### src/rtl/alu_share_arbiter.sv
// alu_share_arbiter: shares one EX-stage ALU between the pipeline EX slot (port 0)
// and the secondary address/debug unit (port 1). Each result lands in a per-port
// response buffer with valid/ready handshake, and per-port saturating grant
// counters give performance visibility.
// Optional macro ALU_ARB_RR_EN: round-robin arbitration on contention.
// Without it, port 0 always wins contention and no pointer register exists.
module alu_share_arbiter #(
  parameter int DATA_W = 8,
  parameter int CNT_W  = 16
) (
  input  logic              clk,
  input  logic              rst_n,
  input  logic              req0_i,
  input  logic              req1_i,
  input  logic              ctrl0_i,
  input  logic              ctrl1_i,
  input  logic [DATA_W-1:0] a0_i,
  input  logic [DATA_W-1:0] a1_i,
  input  logic [DATA_W-1:0] b0_i,
  input  logic [DATA_W-1:0] b1_i,
  input  logic [DATA_W-1:0] imm0_i,
  input  logic [DATA_W-1:0] imm1_i,
  output logic              gnt0_o,
  output logic              gnt1_o,
  output logic [DATA_W-1:0] alu_a_o,
  output logic [DATA_W-1:0] alu_b_o,
  output logic [DATA_W-1:0] alu_imm_o,
  output logic              alu_ctrl_o,
  input  logic [DATA_W-1:0] alu_result_i,
  output logic              rsp0_valid_o,
  output logic              rsp1_valid_o,
  output logic [DATA_W-1:0] rsp0_data_o,
  output logic [DATA_W-1:0] rsp1_data_o,
  input  logic              rsp0_ready_i,
  input  logic              rsp1_ready_i,
  output logic [CNT_W-1:0]  cnt0_o,
  output logic [CNT_W-1:0]  cnt1_o
);

  localparam logic [CNT_W-1:0] CNT_MAX = {CNT_W{1'b1}};

  logic              elig0;
  logic              elig1;
  logic              gnt0;
  logic              gnt1;

  logic              rsp0_valid_q, rsp0_valid_d;
  logic              rsp1_valid_q, rsp1_valid_d;
  logic [DATA_W-1:0] rsp0_data_q,  rsp0_data_d;
  logic [DATA_W-1:0] rsp1_data_q,  rsp1_data_d;
  logic [CNT_W-1:0]  cnt0_q,       cnt0_d;
  logic [CNT_W-1:0]  cnt1_q,       cnt1_d;

  // A port may only win when its buffer is empty or is being drained this cycle;
  // grants are held off entirely while reset is asserted.
  assign elig0 = rst_n & req0_i & (~rsp0_valid_q | rsp0_ready_i);
  assign elig1 = rst_n & req1_i & (~rsp1_valid_q | rsp1_ready_i);

`ifdef ALU_ARB_RR_EN
  logic ptr_q, ptr_d;

  // Round-robin pick on contention; pointer moves to the other port after a grant
  always_comb begin
    gnt0  = 1'b0;
    gnt1  = 1'b0;
    ptr_d = ptr_q;
    if (elig0 && elig1) begin
      gnt0 = ~ptr_q;
      gnt1 = ptr_q;
    end else begin
      gnt0 = elig0;
      gnt1 = elig1;
    end
    if (gnt0) begin
      ptr_d = 1'b1;
    end else if (gnt1) begin
      ptr_d = 1'b0;
    end
  end

  // Priority pointer register, starts favouring port 0
  always_ff @(posedge clk or negedge rst_n) begin
    if (!rst_n) begin
      ptr_q <= 1'b0;
    end else begin
      ptr_q <= ptr_d;
    end
  end
`else
  // Fixed priority: the EX slot always wins contention
  always_comb begin
    gnt0 = elig0;
    gnt1 = elig1 & ~elig0;
  end
`endif

  // Steer the winner's payload to the ALU; idle ALU sees all zeros (ctrl=0 add)
  always_comb begin
    alu_a_o    = '0;
    alu_b_o    = '0;
    alu_imm_o  = '0;
    alu_ctrl_o = 1'b0;
    if (gnt0) begin
      alu_a_o    = a0_i;
      alu_b_o    = b0_i;
      alu_imm_o  = imm0_i;
      alu_ctrl_o = ctrl0_i;
    end else if (gnt1) begin
      alu_a_o    = a1_i;
      alu_b_o    = b1_i;
      alu_imm_o  = imm1_i;
      alu_ctrl_o = ctrl1_i;
    end
  end

  // Response buffers: a new grant overwrites (even while draining), a drain clears valid but keeps data
  always_comb begin
    rsp0_valid_d = rsp0_valid_q;
    rsp0_data_d  = rsp0_data_q;
    rsp1_valid_d = rsp1_valid_q;
    rsp1_data_d  = rsp1_data_q;
    if (gnt0) begin
      rsp0_valid_d = 1'b1;
      rsp0_data_d  = alu_result_i;
    end else if (rsp0_valid_q && rsp0_ready_i) begin
      rsp0_valid_d = 1'b0;
    end
    if (gnt1) begin
      rsp1_valid_d = 1'b1;
      rsp1_data_d  = alu_result_i;
    end else if (rsp1_valid_q && rsp1_ready_i) begin
      rsp1_valid_d = 1'b0;
    end
  end

  // Grant counters stick at all-ones rather than wrapping
  always_comb begin
    cnt0_d = cnt0_q;
    cnt1_d = cnt1_q;
    if (gnt0 && (cnt0_q != CNT_MAX)) begin
      cnt0_d = cnt0_q + CNT_W'(1);
    end
    if (gnt1 && (cnt1_q != CNT_MAX)) begin
      cnt1_d = cnt1_q + CNT_W'(1);
    end
  end

  // State registers; reset drops any pending responses
  always_ff @(posedge clk or negedge rst_n) begin
    if (!rst_n) begin
      rsp0_valid_q <= 1'b0;
      rsp1_valid_q <= 1'b0;
      rsp0_data_q  <= '0;
      rsp1_data_q  <= '0;
      cnt0_q       <= '0;
      cnt1_q       <= '0;
    end else begin
      rsp0_valid_q <= rsp0_valid_d;
      rsp1_valid_q <= rsp1_valid_d;
      rsp0_data_q  <= rsp0_data_d;
      rsp1_data_q  <= rsp1_data_d;
      cnt0_q       <= cnt0_d;
      cnt1_q       <= cnt1_d;
    end
  end

  assign gnt0_o       = gnt0;
  assign gnt1_o       = gnt1;
  assign rsp0_valid_o = rsp0_valid_q;
  assign rsp1_valid_o = rsp1_valid_q;
  assign rsp0_data_o  = rsp0_data_q;
  assign rsp1_data_o  = rsp1_data_q;
  assign cnt0_o       = cnt0_q;
  assign cnt1_o       = cnt1_q;

endmodule

### config.mk
export PLATFORM = sky130hd
export DESIGN_NAME = alu_share_arbiter
export DESIGN_NICKNAME = d
export VERILOG_FILES = /design/src/rtl/alu_share_arbiter.sv
export SDC_FILE = /design/constraint.sdc
export NUM_CORES = 1
export LEC_CHECK = 0
export CORE_MARGIN = 2
export CORE_UTILIZATION = 30
export CTS_CLUSTER_SIZE = 16
export DETAILED_ROUTE_END_ITERATION = 16
export PLACE_DENSITY_LB_ADDON = 0.2
export SLEW_MARGIN = 15
export SYNTH_ARGS = -nofsm -noshare
export SYNTH_HDL_FRONTEND = slang
export SYNTH_SLANG_ARGS = --single-unit
### constraint.sdc
create_clock -name clk -period 2.2 [get_ports clk]
set_input_delay 0.66 -clock clk [delete_from_list [all_inputs] [get_ports clk]]
set_output_delay 0.66 -clock clk [all_outputs]
set_load 0.01 [all_outputs]
# Word-level counts from Yosys, hierarchy flattened
# Index checks and enable logic that the tools add are counted.
# classes
addsub	2
n_eq_ne	2
muxes	12
n_bitwise	10
n_reduce_logical	6
# op_table
operator	n
$mux 8	6
$add 16x1->16 const B	2
$ne 16x16->1 const B	2
$mux 1	6
$and 1x1->1	5
$logic_and 1x1->1	4
$reduce_bool 2->1	2
$not 1->1	3
$or 1x1->1	2
# totals
register_bits	50
input_bits	64
output_inout_bits	77
wordCells	38

# Depth between registers and ports, before layout
# depth
depth_word	7
mapped_depth	6
mapped_depth_nobuf	5

# Worst setup path before layout
# No wires, ideal clock.
# synth_path
path_kind	input -> output
start	input rsp0_ready_i
end	output alu_a_o[6]
arrival_time_ps	1695
required_ps	1540
slack_ps	-155
path_stages	5
path_buffers	1
path_cell_list	nor2b_4 -> o2111ai_2 -> inv_2 -> clkbuf_1 -> a22o_1
# synth_between
elab_chain_len	6
# synth_lines
item	line_no	source
start: declaration	34	input logic rsp0_ready_i,
$or 1x1->1	56	assign elig0 = rst_n & req0_i & (~rsp0_valid_q | rsp0_ready_i);
$and 1x1->1	56	
$not 1->1	93	gnt1 = elig1 & ~elig0;
$and 1x1->1	93	
net gnt1_o	24	output logic gnt1_o,
$mux 8	108	end else if (gnt1) begin
$mux 8	103	if (gnt0) begin
end: declaration	25	output logic [DATA_W-1:0] alu_a_o,
# The timed path passes the listed nets, and every way through them passes these cells.

# Worst setup path in the final report
# layout_path
start	input rst_n
end	output alu_imm_o[3]
# layout_between
elab_chain_len	6
# layout_lines
item	line_no	source
start: declaration	12	input logic rst_n,
$and 1x1->1 (2 in series)	56	
$not 1->1	93	
$and 1x1->1	93	
$mux 8	108	
$mux 8 *	103	
end: declaration	27	output logic [DATA_W-1:0] alu_imm_o,
# Mark *: on every way between the ends. The rest lies on a longest branch, timed or not.

==> flow_summary.yaml <==
floorplanning:
  num_rows: 33
  fp.dieW_um: 97.1
  die_y_um: 97.1
  start_util: 0.313
  die_area_um2: 9420
  ios: 141
  core_um2: 8300
grt:
  first_global_vias: 2580
  overflow: 0
  grt_usage: 0.183
  antenna_found_initial: 0
  grt_max_degree: 50
  grt_pass1_wl_um: 13900
place:
  placed_cells: 516
  pre_cts_slack_ps: -905
  gp_congestion: 0.885
  numPortBuffers: 140
  dpl.hpwl_um: 6340
final_layout:
  final_cells: 531
  synthToLayoutAreaGrowth_pct: 69.9
  n_antenna_cell: 0
  final_nets: 491
  utilization: 0.532
  layout-drive-gt1-share: 0.202
setup_path:
  rr_endpoint: "cnt0_o[11]"
  endpoint_kind: "output port"
  endpoint: "alu_imm_o[3]"
  startpoint: "rst_n"
  critPathLaunchType: "input port"
  crit_required_ps: 1540
  crit_path_max_fanout: 6
  reg2reg_from: "rsp0_valid_o"
  regToRegSetupSlack_ps: 370
  cp.arrival_ps: 1690
  rr_worst_depth: 5
  critical_path_class: "input port to output port"
status:
  failed_checks: "setup timing"
  status: "finished with violations"
drt:
  drc_errors: 0
  dr.pass1.iters: 4
  drt-initial-drc-count: 58
  final_antenna_net_count: 0
  route.detailed.wl_per_inst_um: 16.2
  viasPerCell: 4.95
  vias: 2630
  drt-total-wl_um: 8610
synthesis:
  synth.avg_cell_area_um2: 9.99
  yosys_warnings: 0
  ys_types: 37
  synth_area_um2: 2600
  ys_seq_area_frac: 0.482
  netlist_instances: 260
  netlist_top_cells_area: "dfrtp_1 (48%), nand2_1 (9.2%), a22o_1 (8.4%)"
  synth_area_leader_cell: "dfrtp_1"
  synth-seq-cells: 50
  synth_nets: 326
  synth_top_area_share: 0.482
clocking:
  cts_tree: "done"
  root_buffer: "clkbuf_8"
  clkTransAtPathRegs_ps: 90
  cts_buffers: 5
  cts.sinks: 50
  postCtsHoldBufs: 0
  insertion_delay_ps: 310
  clk_path_buf_depth: 2
  htreeDepth: 2
timing:
  hold_violations: 0
  setup_slack_ps: -154
  max_freq_mhz: 425
  fin_crit_sh: 1.07
  skew_ps: 8.62
  setup_viol: 26
  timing.slew.headroom: 0.571
  tightest_slew_ps: 643
  rsz0062_at_grt: "true"
  whs_ps: 249
  layout_min_cycle_time_ps: 2350
  drv_slew: 0
pwr:
  leakage_nw: 2.04
  pwr-share-clk: 0.199
  p_total_mw: 2.97
  p_switching_uw: 982
  powerDensity_nw_per_um2: 673
  p_int_mw: 1.99
  vdd_drop_max_uv: 410
  p_seq_frac: 0.429
  p_sw_frac: 0.331
  power_frac_comb: 0.372
worst_hold_path:
  hold_path_class: "input port to async pin"
job:
  maxCapViolCount: 0
==> state kept, by name (all words and copies together) (netlist names) <==
register	flops
rsp1_valid_o	1
cnt1_o	16
cnt0_o	16
rsp0_data_o	8
rsp1_data_o	8
rsp0_valid_o	1
==> how the worst min path moves through the flow <==
stage	slack, ps	start	to	depth (start not counted)
6_report	250	rst_n	cnt0_o[8]	2
3_5_place_dp	460	rsp0_data_o[7]	rsp0_data_o[7]	2
2_1_floorplan	360	rst_n	cnt0_o[0]	0
5_1_grt	220	rst_n	cnt0_o[8]	2
3_3_place_gp	460	rsp1_data_o[1]	rsp1_data_o[1]	2
4_1_cts	220	rst_n	cnt0_o[8]	2
==> critical path, cell delays in order <==
cell and delay (ps):
buf_6 110, nand2_4 60, o2111ai_4 210, inv_2 60, buf_6 130, buf_16 130
a22o_1 180, buf_2 140
==> cells by family (layout without fill, tap and decap cells) <==
kind of cell / Yosys count / in the layout / share of synthesized area
and+or+nand+nor: 124 / 124 / 0.244
DFF: 50 / 50 / 0.482
AOI/OAI and AO/OA: 39 / 39 / 0.139
xor gates and xnor gates: 27 / 27 / 0.0910
buffers and inverters: 15 / 181 / 0.0217
muxes: 3 / 3 / 0.0130
adders and majority gates: 2 / 2 / 0.00963
==> timing repair <==
action,in CTS,in global routing
gates cloned,2,0
pin swaps,5,3
endpoints found under the setup margin,30,26
resized for setup,135,6
buffers inserted,5,1
==> metal layers <==
| layer | part of all wire | up-vias | track usage | routed length (um) |
|---|---|---|---|---|
| met1 | 0.44 | 1266 | 0.248 | 3770 |
| met3 | 0.063 | 13 | 0.0561 | 545 |
| met5 | 0 | - | 0 | 0 |
| met2 | 0.48 | 85 | 0.292 | 4150 |
| li1 | - | 1266 | - | - |
| met4 | 0.016 | 0 | 0.0358 | 138 |
==> metrics by stage <==
stage / setup TNS (ps) / instance area (um2)
after floorplan: -1830 / 2600
after global placement: -26540 / 4290
after detailed placement: -27890 / 4290
after CTS: -3010 / 4380
after global routing: -4540 / 4410
final: -2760 / 4410
==> cells in the mapped netlist (all sizes together) <==
cell type  instances
nand2             65
dfrtp             50
a22o              25
xor2              24
clkbuf            11
nand4             10
nor3               9
nor4               8
nand3              7
nor2               7
a2111oi            5
a21oi              4
and3               4
inv                4
nand2b             4
mux2               3
xnor2              3
a211oi             2
a41oi              2
and4               2
ha                 2
and2               1
and4bb             1
nor2b              1
nor3b              1
nor4b              1
o2111ai            1
or2                1
or4                1
or4b               1
==> final cells by class <==
cell class / instances / area (um2)
Sequential cell: 50 / 1250
Multi-Input combinational cell: 195 / 1330
Inverter: 4 / 20.0
Clock inverter: 2 / 16.3
Tap cell: 105 / 131
Timing Repair Buffer: 169 / 1580
Clock buffer: 6 / 82.6
Fill cell: 778 / 3890
==> power by group through the flow <==
stage	Sequential (mW)	Clock, mW	Combinational [mW]
after floorplan	1.34	0	0.335
after global placement	1.28	0	1.09
after detailed placement	1.29	0	1.10
after CTS	1.27	0.615	1.11
after global routing	1.31	0.662	1.20
final	1.27	0.590	1.11
==> layout by cell type (no fill, tap or decap), types with 2 or more instances in the layout <==
cell / count
clkdlybuf4s50_1: 108
nand2_1: 63
dfrtp_1: 50
a22o_1: 25
xor2_1: 24
buf_2: 24
buf_4: 22
nand4_1: 10
nor3_1: 9
buf_6: 9
nand3_1: 7
nor4_1: 7
nor2_1: 6
clkbuf_8: 6
and3_1: 4
a21oi_1: 4
mux2_1: 3
xnor2_1: 3
nand2b_4: 2
nand2_4: 2
inv_6: 2
and4_1: 2
a2111oi_2: 2
a41oi_1: 2
a211oi_1: 2
inv_1: 2
a2111oi_0: 2
ha_1: 2
buf_16: 2
buf_12: 2
Note: power is estimated with default switching activity, not from simulation.
